`src/rtl/path_control_if.sv`:
```
// path_control_if: instruction-field and control-word bundle between the
// instruction register / datapath side (master) and the decoder (slave).
interface path_control_if;
    logic        en;
    logic [3:0]  opcode;
    logic [3:0]  functcode;
    logic [13:0] control;
    logic        illegal;
    logic        halted;

    modport master (
        output en,
        output opcode,
        output functcode,
        input  control,
        input  illegal,
        input  halted
    );

    modport slave (
        input  en,
        input  opcode,
        input  functcode,
        output control,
        output illegal,
        output halted
    );
endinterface

```
`src/rtl/path_control.sv`:
```
// path_control: registered main-control decoder for the 16-bit teaching CPU.
// Turns opcode/functcode into a 14-bit datapath control word one cycle later,
// with an illegal-instruction flag and a sticky halt.
//
// Build option: define ILLEGAL_HALT_EN to make an illegal instruction halt the
// core (control = 2007, illegal = 1, both sticky until reset). Without it an
// illegal instruction yields NOP_WORD with illegal set for that capture only.
//
// state   | meaning
// --------+---------------------------------------------------------------
// ST_RUN  | decoding; each enabled edge captures a new control word
// ST_HALT | halted; control word and illegal flag frozen until reset
module path_control #(
    parameter logic [13:0] NOP_WORD = 14'h0007
) (
    input logic          clk,
    input logic          rst_n,
    path_control_if.slave bus
);

    localparam logic [13:0] HALT_WORD = 14'h2007;

    typedef enum logic {
        ST_RUN  = 1'b0,
        ST_HALT = 1'b1
    } state_t;

    state_t      state_q, state_d;
    logic [13:0] control_q, control_d;
    logic        illegal_q, illegal_d;

    logic [13:0] dec_word;
    logic        dec_legal;
    logic        dec_halt;

    // Pure instruction decode; functcode only matters for opcode 0000.
    always_comb begin
        dec_word  = NOP_WORD;
        dec_legal = 1'b1;
        dec_halt  = 1'b0;
        case (bus.opcode)
            4'h0: begin
                case (bus.functcode)
                    4'h0:    dec_word = 14'h0040;
                    4'h1:    dec_word = 14'h0041;
                    4'h4:    dec_word = 14'h004A;
                    4'h8:    dec_word = 14'h004B;
                    4'hE:    dec_word = 14'h0046;
                    4'hF:    dec_word = 14'h004E;
                    default: dec_legal = 1'b0;
                endcase
            end
            4'h1:    dec_word = 14'h0054;
            4'h2:    dec_word = 14'h0055;
            4'h4:    dec_word = 14'h0401;
            4'h5:    dec_word = 14'h0801;
            4'h6:    dec_word = 14'h0C01;
            4'h8:    dec_word = 14'h02F0;
            4'h9:    dec_word = 14'h0190;
            4'hA:    dec_word = 14'h0270;
            4'hB:    dec_word = 14'h0110;
            4'hC:    dec_word = 14'h1007;
            4'hF: begin
                dec_word = HALT_WORD;
                dec_halt = 1'b1;
            end
            default: dec_legal = 1'b0;
        endcase
    end

    // Next-state and next-output logic; holding is the default so en = 0 and
    // the halted state need no explicit branches for their outputs.
    always_comb begin
        state_d   = state_q;
        control_d = control_q;
        illegal_d = illegal_q;
        case (state_q)
            ST_RUN: begin
                if (bus.en) begin
                    if (!dec_legal) begin
                        illegal_d = 1'b1;
`ifdef ILLEGAL_HALT_EN
                        control_d = HALT_WORD;
                        state_d   = ST_HALT;
`else
                        control_d = NOP_WORD;
`endif
                    end else begin
                        illegal_d = 1'b0;
                        control_d = dec_word;
                        if (dec_halt) begin
                            state_d = ST_HALT;
                        end
                    end
                end
            end
            ST_HALT: begin
                state_d = ST_HALT;
            end
            default: begin
                state_d   = ST_RUN;
                control_d = NOP_WORD;
                illegal_d = 1'b0;
            end
        endcase
    end

    // State and output registers; reset forces the idle NOP word immediately.
    always_ff @(posedge clk or negedge rst_n) begin
        if (!rst_n) begin
            state_q   <= ST_RUN;
            control_q <= NOP_WORD;
            illegal_q <= 1'b0;
        end else begin
            state_q   <= state_d;
            control_q <= control_d;
            illegal_q <= illegal_d;
        end
    end

    assign bus.control = control_q;
    assign bus.illegal = illegal_q;
    assign bus.halted  = (state_q == ST_HALT);

endmodule

```
`src/flat_wrapper.sv`:
```
// flat-port wrapper written by rule: the top's interface ports become plain ports
module path_control_flat 
#(
    parameter logic [13:0] NOP_WORD = 14'h0007
)
  (clk, rst_n, bus_en, bus_opcode, bus_functcode, bus_control, bus_illegal, bus_halted);
  path_control_if bus_i ();
  input logic clk;
  input logic rst_n;
  input wire logic [$bits(bus_i.en)-1:0] bus_en;
  input wire logic [$bits(bus_i.opcode)-1:0] bus_opcode;
  input wire logic [$bits(bus_i.functcode)-1:0] bus_functcode;
  output wire logic [$bits(bus_i.control)-1:0] bus_control;
  output wire logic [$bits(bus_i.illegal)-1:0] bus_illegal;
  output wire logic [$bits(bus_i.halted)-1:0] bus_halted;
  assign bus_i.en = bus_en;
  assign bus_i.opcode = bus_opcode;
  assign bus_i.functcode = bus_functcode;
  assign bus_control = bus_i.control;
  assign bus_illegal = bus_i.illegal;
  assign bus_halted = bus_i.halted;
  path_control #(.NOP_WORD(NOP_WORD)) u_core (.clk(clk), .rst_n(rst_n), .bus(bus_i));
endmodule
```
`config.mk`:
```
export PLATFORM = sky130hd
export DESIGN_NAME = path_control_flat
export DESIGN_NICKNAME = d
export VERILOG_FILES = /design/src/rtl/path_control_if.sv /design/src/rtl/path_control.sv /design/src/flat_wrapper.sv
export SDC_FILE = /design/constraint.sdc
export NUM_CORES = 1
export LEC_CHECK = 0
export CORE_MARGIN = 1.5
export CORE_UTILIZATION = 44
export DETAILED_ROUTE_END_ITERATION = 12
export MAX_ROUTING_LAYER = met4
export PLACE_DENSITY = 0.78
export SYNTH_ARGS = -nofsm -noshare
export SYNTH_HDL_FRONTEND = slang
export SYNTH_SLANG_ARGS = --single-unit
```
`constraint.sdc`:
```
create_clock -name clk -period 1.7 [get_ports clk]
set_clock_uncertainty 0.2 [all_clocks]
set_input_delay 0.425 -clock clk [delete_from_list [all_inputs] [get_ports clk]]
set_output_delay 0.425 -clock clk [all_outputs]
set_load 0.1 [all_outputs]
```
==> impl_metrics.csv <==
group,metric,value,unit
global_route,grt_start_max_net_pins,16,
timing,setup_viol,0,
pwr,fin_total_pwr,0.00212,W
clock_network,ctsRootBufferMaster,"clkbuf_4",
worst_setup_path,cp-end-kind,"output pin",
placed_design,hpwlAfterDp,1630,um
placed_design,portBuffers,26,
clock_network,cts_tree,"done",
clock_network,cts_buffer_depth,2,
finish,areaGrowthSynthToFinish,73.9,%
die,die_area,0.00208,mm2
die,num_io_pins,27,
drt,wire_per_inst,13.2,um
synthesis,synth_flop_cell,"dfrtp_1",
die,die_h,45.6,um
synthesis,synth_seq_cells,15,
drt,wl,1980,um
drt,viasPerCell,5.32,
placed_design,gp_congestion,0.827,
clock_network,clock_latency,280,ps
worst_setup_path,crit_family,"flip-flops",
worst_setup_path,critPathArrivalTime,1030,ps
synthesis,syn_inst,85,
global_route,first_global_vias,760,
synthesis,synth.distinct_cells,37,
timing,max_freq,604,MHz
pwr,leakagePower,0.613,nW
worst_setup_path,cp_slowest_cell,"dfstp_2",
timing,hold_viol,0,
synthesis,synth_edf_count,0,
drt,first_pass_iters,4,
timing,timing.final.crit_share,97.4,%
synthesis,ys_async_sr_fraction,100,%
die,die_w,45.6,um
die,core,0.00171,mm2
worst_setup_path,critical_path_buf_inv_count,1,
synthesis,seq_area_frac_synth,47.6,%
clock_network,h-tree-depth,1,
clock_network,cts_sinks,15,
synthesis,syn-num-nets,96,
finish,fin_area,0.00139,mm2
worst_setup_path,crit_required,1070,ps
synthesis,synth.avg_cell_area,9.38,um2
timing,min_period,1660,ps
finish,num-nets-final,137,
drt,drc_errors,0,
drt,drtIter0Drc,10,
die,start_util,46.7,%
run,drv_cap,0,
worst_setup_path,crit_fanout,2,
outcome,status,"completed",
finish,final_layout_size_suffix_gt1_share,38.4,%
pwr,powerDensity,1530,mW/mm2
finish,antennaDiodeCount,0,
synthesis,ys_warn_count,0,
pwr,ir_worst_vdd,832,uV
global_route,grt_pass1_wl,3150,um
hold_path,hold_path.class,"input pin to async pin",
placed_design,placed_cell_area,0.00136,mm2
synthesis,netlist_area,797,um2
die,row_count,15,
clock_network,cts-buffers-inserted,3,
finish,layout_common_cells,"19 x buf_4, 16 x buf_12, 10 x dfrtp_1, 9 x nor2_1, 7 x nand2_1",
worst_setup_path,slowest_delay,570,ps
timing,timing.slew.headroom,75.3,%
drt,drtAntennaViolNets,0,
worst_setup_path,crit_type,"register to output pin",
clock_network,path_clk_slew,90,ps
global_route,antenna_found_initial,0,
timing,final_max_slew_viol_count,0,
timing,worst_pin_slew,362,ps
finish,layout_commonest_cell,"buf_4",
worst_setup_path,path_cells,"buf_12",
timing,rsz0062_at_grt,"false",
global_route,grt_util_all_layers,22.6,%
worst_setup_path,critPathLaunchType,"register",
global_route,overflow,0,
drt,vias,798,
-- cells in the mapped netlist, types with 3 or more instances --
| library cell | count | area [um2] |
|---|---|---|
| dfrtp_1 | 12 | 300 |
| nor2_1 | 9 | 33.8 |
| nor3_1 | 4 | 20.0 |
| nand2_1 | 7 | 26.3 |
| clkbuf_1 | 8 | 30.0 |
| o21ai_1 | 3 | 15.0 |
| dfstp_2 | 3 | 78.8 |
| a22o_1 | 3 | 26.3 |
| a31oi_1 | 3 | 18.8 |
-- path summary, 6_finish.rpt --
path,startpoint,to,slack (ps),cells past startpoint
worst min register to register,u_core.bus.control[2],u_core.bus.control[2],330,2
worst min-delay path,rst_n,u_core.bus.control[7],250,2
worst max register to register,u_core.bus.halted,u_core.bus.illegal,210,3
worst max-delay path,u_core.bus.control[1],bus_control[1],40,1
min in group clk,bus_opcode[3],u_core.bus.control[1],320,4
max in group asynchronous,rst_n,u_core.bus.control[1],800,2
-- area by class of cell --
class	count	area [um2]
multi-input cells	59	380
well taps	25	31.3
inverters	2	7.51
fillers	109	322
repair buffers	45	559
flip-flops and latches	15	382
clock buffers	4	26.3
-- where the power goes --
part,internal (W),total (W),switching [W]
registers,0.000470,0.000575,0.000105
clock network,0.0000912,0.000205,0.000113
logic,0.000480,0.00134,0.000857
-- sequential cells by signal (all words and copies together) (netlist names) --
name                flops
u_core.bus.halted       1
u_core.bus.control     13
u_core.bus.illegal      1
-- per-stage QoR --
step                instances  utilization, %  TNS (ps)  hold WS (ps)  worst slack (ps)
floorplan                  85               -     -21.9         -70.6             -21.9
finish                    150            81.2         0           255              44.7
global route              150            81.2         0           286              10.8
global placement          146            79.4     -3020           302              -466
detailed placement        146            79.4     -3560           317              -512
CTS                       150            81.2         0           260              6.70
-- worst reg2reg max path, stage by stage, from the launching register on --
cell       delay [ps]
dfrtp_2           450
nand2b_1          210
a2111oi_0         380
a211oi_1          130
-- metal layers --
metal	global-route usage, %	share of wire, %	vias to the layer above
met2	41.1	55	24
met1	22.4	39	375
li1	-	-	393
met4	15.9	3.4	0
met3	1.19	2.5	6
met5	-	0	-
-- repair_timing --
action,in CTS,in global routing
endpoints found under the setup margin,3,3
resized for setup,6,4
hold buffers,0,0
setup buffers,0,0
pin swaps,3,4
-- cell families after synthesis --
family          share of synthesized area [%]
compound gates                           21.4
xor+xnor                                 2.20
fa+ha+maj                                1.26
buf+inv                                  5.65
flops                                    47.6
mux                                      1.41
simple gates                             20.6
Note: power is estimated with default switching activity, not from simulation.
